**src/rtl/counter.sv**
```systemverilog
// counter: 24-hour BCD time-of-day counter (HH:MM) with validated parallel load
//
// Ports:
//   clk                      in   1  system clock, rising edge
//   reset                    in   1  asynchronous active-low reset, forces 00:00
//   one_minute               in   1  level enable, adds one minute per rising edge
//   load_new_c               in   1  load strobe for new_current_time_* (wins over one_minute)
//   new_current_time_ms_hr   in   4  BCD tens of hours to load
//   new_current_time_ls_hr   in   4  BCD units of hours to load
//   new_current_time_ms_min  in   4  BCD tens of minutes to load
//   new_current_time_ls_min  in   4  BCD units of minutes to load
//   current_time_ms_hr       out  4  BCD tens of hours (registered)
//   current_time_ls_hr       out  4  BCD units of hours (registered)
//   current_time_ms_min      out  4  BCD tens of minutes (registered)
//   current_time_ls_min      out  4  BCD units of minutes (registered)
module counter #(
    parameter logic [3:0] MAX_HR_MS        = 4'd2,
    parameter logic [3:0] MAX_HR_LS_AT_MAX = 4'd3
) (
    input  logic       clk,
    input  logic       reset,
    input  logic       one_minute,
    input  logic       load_new_c,
    input  logic [3:0] new_current_time_ms_hr,
    input  logic [3:0] new_current_time_ls_hr,
    input  logic [3:0] new_current_time_ms_min,
    input  logic [3:0] new_current_time_ls_min,
    output logic [3:0] current_time_ms_hr,
    output logic [3:0] current_time_ls_hr,
    output logic [3:0] current_time_ms_min,
    output logic [3:0] current_time_ls_min
);
    logic [3:0] r_ms_hr, r_ls_hr, r_ms_min, r_ls_min;
    logic [3:0] w_ms_hr, w_ls_hr, w_ms_min, w_ls_min;
    logic       w_load_ok, w_ls_min_wrap, w_ms_min_wrap, w_day_wrap;

    // An invalid load is dropped entirely: the cycle holds, it does not fall back to advancing.
    assign w_load_ok = (new_current_time_ms_hr <= MAX_HR_MS) &&
                       (new_current_time_ls_hr <= 4'd9) &&
                       (new_current_time_ms_min <= 4'd5) &&
                       (new_current_time_ls_min <= 4'd9) &&
                       ((new_current_time_ms_hr != MAX_HR_MS) || (new_current_time_ls_hr <= MAX_HR_LS_AT_MAX));

    assign w_ls_min_wrap = (r_ls_min == 4'd9);
    assign w_ms_min_wrap = w_ls_min_wrap && (r_ms_min == 4'd5);
    assign w_day_wrap    = w_ms_min_wrap && (r_ms_hr == MAX_HR_MS) && (r_ls_hr == MAX_HR_LS_AT_MAX);

    // Time plus one minute, ripple-carry through the four BCD digits.
    always_comb begin
        w_ls_min = w_ls_min_wrap ? 4'd0 : r_ls_min + 4'd1;
        w_ms_min = !w_ls_min_wrap ? r_ms_min : (w_ms_min_wrap ? 4'd0 : r_ms_min + 4'd1);
        w_ls_hr  = !w_ms_min_wrap ? r_ls_hr :
                   (w_day_wrap || r_ls_hr == 4'd9) ? 4'd0 : r_ls_hr + 4'd1;
        w_ms_hr  = !w_ms_min_wrap ? r_ms_hr :
                   w_day_wrap ? 4'd0 : (r_ls_hr == 4'd9) ? r_ms_hr + 4'd1 : r_ms_hr;
    end

    always_ff @(posedge clk or negedge reset) begin
        if (!reset) begin
            {r_ms_hr, r_ls_hr, r_ms_min, r_ls_min} <= 16'h0000;
        end else if (load_new_c) begin
            if (w_load_ok)
                {r_ms_hr, r_ls_hr, r_ms_min, r_ls_min} <= {new_current_time_ms_hr, new_current_time_ls_hr,
                                                           new_current_time_ms_min, new_current_time_ls_min};
        end else if (one_minute) begin
            {r_ms_hr, r_ls_hr, r_ms_min, r_ls_min} <= {w_ms_hr, w_ls_hr, w_ms_min, w_ls_min};
        end
    end

    assign current_time_ms_hr  = r_ms_hr;
    assign current_time_ls_hr  = r_ls_hr;
    assign current_time_ms_min = r_ms_min;
    assign current_time_ls_min = r_ls_min;
endmodule

```
**config.mk**
```make
export PLATFORM = sky130hd
export DESIGN_NAME = counter
export DESIGN_NICKNAME = d
export VERILOG_FILES = /design/src/rtl/counter.sv
export SDC_FILE = /design/constraint.sdc
export NUM_CORES = 1
export LEC_CHECK = 0
export CAP_MARGIN = 10
export CORE_ASPECT_RATIO = 0.6
export CORE_MARGIN = 8
export CORE_UTILIZATION = 40
export CTS_CLUSTER_DIAMETER = 60
export CTS_CLUSTER_SIZE = 24
export DETAILED_ROUTE_END_ITERATION = 8
export PLACE_DENSITY_LB_ADDON = 0.25
export SYNTH_ARGS = -nofsm -noshare
export SYNTH_HDL_FRONTEND = slang
export SYNTH_SLANG_ARGS = --single-unit
```
**constraint.sdc**
```tcl
create_clock -name clk -period 1.9 [get_ports clk]
set_input_delay 0.285 -clock clk [delete_from_list [all_inputs] [get_ports clk]]
set_output_delay 0.285 -clock clk [all_outputs]
set_load 0.03 [all_outputs]
```
# After elaboration in Yosys (flattened, before gate mapping)
# Cells that the tools add are included.
# totals
ff_bits,16
# classes
add_sub_neg,4
order_cmp,5
n_eq_ne,7
muxes,20
n_reduce_logical,17
# op_table
cell,count
$mux 4,20
$add 4x1->4 const B,4
$eq 4x2->1 const B,2
$eq 4x4->1 const B,2
$le 4x2->1 const B,2
$le 4x4->1 const B,2
$logic_and 1x1->1,7
$reduce_and 3->1,2
$reduce_bool 2->1,3
$eq 4x3->1 const B,1
$le 4x3->1 const B,1
$ne 4x2->1 const B,1
$reduce_and 4->1,1
$reduce_bool 3->1,1
$logic_or 1x1->1,2
$ne 2x1->1 const B,1
$reduce_and 2->1,1

# Depth between registers and ports, before layout
# Gate-level depths: netlist of the first run.
# logic_depth
word_depth,9
ltp_mapped,8

# Worst setup path after synthesis of the first run
# Ideal clock, no wire load.
# synth_timing
path_type,register -> register
startpoint,register r_ms_min[0] (netlist: current_time_ms_min[0])
endpoint,register r_ms_hr[1] (netlist: current_time_ms_hr[1])
setup_time_ns,0.125
arrival_time_ns,1.809
required_time_ns,1.775
slack_ns,-0.033
stages_incl_launch_ff,8
n_path_buf,1
period_less_slack_ns,1.933
cell_sequence,dfrtp_1 > ha_1 > and3b_1 > buf_2 > a41o_2 > nor2_4 > a21oi_2 > mux2_2
# synth_between
elab_chain_len,8
word_cells_on_any_way,11
# synth_lines
element,line_no,text
from (decl),33,"logic [3:0] r_ms_hr, r_ls_hr, r_ms_min, r_ls_min;"
from (signal assigned),63,"{r_ms_hr, r_ls_hr, r_ms_min, r_ls_min} <= {new_current_time_ms_hr, new_current_time_ls_hr,"
from (signal assigned),66,"{r_ms_hr, r_ls_hr, r_ms_min, r_ls_min} <= {w_ms_hr, w_ls_hr, w_ms_min, w_ls_min};"
$eq 4x3->1 *,45,assign w_ms_min_wrap = w_ls_min_wrap && (r_ms_min == 4'd5);
$logic_and 1x1->1 *,45,
$logic_and 1x1->1 (2 in a row),46,assign w_day_wrap = w_ms_min_wrap && (r_ms_hr == MAX_HR_MS) && (r_ls_hr == MAX_HR_LS_AT_MAX);
$mux 4,55,w_day_wrap ? 4'd0 : (r_ls_hr == 4'd9) ? r_ms_hr + 4'd1 : r_ms_hr;
$mux 4,54,w_ms_hr = !w_ms_min_wrap ? r_ms_hr :
$mux 4,65,end else if (one_minute) begin
$mux 4,61,end else if (load_new_c) begin
to (signal assigned),63,
to (signal assigned),66,
to (decl),33,
# Mark *: on every way between the ends. The rest lies on a longest branch, timed or not. The select of a mux whose other input is x is not followed.
# A chain may end at the register's enable or synchronous reset.

# Worst setup path after layout of the first run
# layout_timing
startpoint,register r_ms_hr[0] (netlist: current_time_ms_hr[0])
endpoint,register r_ms_hr[3] (netlist: current_time_ms_hr[3])
# layout_between
elab_chain_len,7
word_cells_on_any_way,11
# layout_lines
element
"parallel branches: the longest is 7 deep, another holds $add 4x1->4"
# Parallel ways; which one is timed is not known. The select of a mux whose other input is x is not followed.

==> results of run 1 <==
-- worst max-delay path by stage --
stage,start,end,slack (ps),depth (start not counted)
2_1_floorplan,current_time_ms_min[1],current_time_ms_hr[1],40,8
3_3_place_gp,new_current_time_ms_hr[0],current_time_ms_hr[1],-70,6
3_5_place_dp,new_current_time_ms_hr[0],current_time_ms_hr[1],-110,6
4_1_cts,current_time_ms_hr[0],current_time_ms_hr[1],50,7
5_1_grt,current_time_ms_hr[0],current_time_ls_hr[0],-30,8
6_report,current_time_ms_hr[0],current_time_ms_hr[3],80,9
-- critical path, cell delays in order (launching register included) --
cell and delay [ps]:
dfrtp_2 410, inv_1 60, ha_1 150, nor4b_4 230, buf_4 160, buf_4 100, a211oi_1 60, nor3_1 270
xnor2_1 170, a21oi_1 80
-- power breakdown --
part	internal [W]	switching, W	leakage, nW
registers	0.000398	0.0000635	0.182
logic	0.000285	0.000323	0.591
clock network	0.000184	0.000129	0.0288
total	0.000867	0.000515	0.801
-- flip-flops by register name, indices dropped and copies added, names as in the netlist --
register,flops
current_time_ls_min,4
current_time_ms_min,4
current_time_ms_hr,4
current_time_ls_hr,4
-- metrics by stage --
step,total power (W),instance area [µm²],utilization [%],cells,hold slack (ps)
floorplan,0.000763,1200,-,128,-10.6
global placement,0.00103,1770,61.9,226,559
detailed placement,0.00105,1770,61.9,226,572
CTS,0.00136,1820,63.8,230,368
global route,0.00146,1890,66.2,236,382
finish,0.00138,1890,66.2,236,357
-- cells in the mapped netlist (2+ instances only) --
master	instances
dfrtp_1	16
o21ai_0	12
a21oi_1	11
inv_1	7
nand2_1	7
ha_1	6
nor2_1	5
nand3_1	4
a31oi_1	3
and3_1	3
nor3_1	3
a2111oi_2	2
a211oi_1	2
a222oi_1	2
a22oi_1	2
and3b_1	2
buf_2	2
buf_6	2
clkbuf_1	2
nor2b_1	2
nor4b_2	2
o211ai_1	2
-- repair_timing --
item,CTS,global route
resized for setup,0,3
setup buffers,0,6
endpoints found under the setup margin,0,4
-- final cells by class --
cell class / count / area share [%]
well taps: 42 / 2.78
inverters: 7 / 1.39
flip-flops and latches: 16 / 21.5
multi-input cells: 98 / 39.4
clock buffers: 4 / 2.92
repair buffers: 69 / 32.1
-- per-layer routing --
layer	vias up	share of wire, %
met1	625	45
met2	54	46
met4	0	0.52
li1	627	-
met3	4	8.6
met5	-	0
-- logic make-up (layout without fill, tap and decap cells) --
| kind of cell | count (synthesis) | in the layout | share of synthesized area (%) |
|---|---|---|---|
| compound gates | 51 | 51 | 30.4 |
| simple gates | 39 | 39 | 22.0 |
| flops | 16 | 16 | 33.5 |
| buf+inv | 14 | 80 | 6.18 |
| fa+ha+maj | 6 | 6 | 6.28 |
| xor+xnor | 1 | 1 | 0.733 |
| mux | 1 | 1 | 0.942 |
==> reports/metrics.yaml, run 1 <==
outcome: "finished clean"
row_count: 15
dr_total_vias: 1310
initial_utilization_pct: 41.9
p_leak_nw: 0.801
synth_nets: 154
min_period_ps: 1820
overflow: 0
cts-htree-levels: 1
min_period_over_period_pct: 96.0
drt_first_pass_iters: 4
die_w_um: 86.6
yosysTopAreaCell: "dfrtp_1"
cts_tree: "done"
cts_buffer_depth: 2
seq_area_um2: 405
clock_skew_ps: 5.95
syn_avg_cell_area_um2: 9.34
synthCells: 128
first_global_vias: 1264
place.gp.congestion: 0.914
area_growth_pct: 58.0
grt_antenna_before_repair: 0
hold_viol_final: 0
crit_arrival_ps: 1940
hp-class: "primary input to asynchronous set/reset pin"
r2r-start: "current_time_ms_hr[0]"
reg2reg_slack_ps: 80
crit_fanout: 2
multi_input_comb_area_um2: 743
worstSetupEndpointType: "flop"
ys_top_cells_by_area: "dfrtp_1 (34%), ha_1 (6.3%), o21ai_0 (5.0%)"
first_iter_violations: 108
ys_types: 51
wl_per_cell_um: 16.2
port_buffers: 35
preCtsSetupSlack_ps: -106
critPathKind: "flop to flop"
cap_violations: 0
async_flop_share_pct: 100
setup_slack_ps: 76.1
drc: 0
via_per_inst: 5.55
finalSetupViolCount: 0
grt_util_met1_pct: 19.5
grt_util_met2_pct: 23.4
drv_slew: 0
io_pins: 36
synth_edf_count: 0
grtUsageMet3_pct: 4.72
grt_pass1_wl_um: 5990
tns_ps: 0
mostFrequentLayoutCell: "clkdlybuf4s50_1"
cts.hold.buffers_added: 0
die_y_um: 58.3
fillCellCount: 238
fin_nets: 221
final_antenna_net_count: 0
yosysSeqAreaShare_pct: 33.5
dp.final_hpwl_um: 2900
core-area_um2: 2850
track_usage_pct: 14.9
rsz0062_at_grt: "yes"
r2r_end: "current_time_ms_hr[3]"
die_area_um2: 5050
syn_area_um2: 1190
synth-seq-cells: 16
ys_warn_count: 0
drive_above_1_share_pct: 28.4
tightestPinTransition_ps: 332
clock_sinks: 16
clk_latency_ps: 260
synth_top_area_share_pct: 33.5
grt_max_degree: 17
antennaDiodeCount: 0
maxSlewHeadroom_pct: 77.9
cts_made_buffers: 3
vdd_ir_drop_max_v: 0.000432
clk_pin_slew_ps: 70
r2r_cells: 9
dominantRegCellSynth: "dfrtp_1"
cp-start-kind: "flop"
root_buffer: "clkbuf_8"
busiest_layer: "met2"
p_per_area_nw_per_um2: 732
final_cell_mix: "clkdlybuf4s50_1 (35), buf_4 (34), o21ai_0 (12), dfrtp_1 (12), a21oi_1 (11)"
max_freq_ghz: 0.548
totalWireLength_um: 3820
cp.required_ps: 2020
Note: power is estimated with default switching activity, not from simulation.
==> run 2: changes to the inputs <==
CAP_MARGIN = 20   (was 10)
==> results of run 2 <==
Final layout, timing and power as in run 1 (identical DEF).
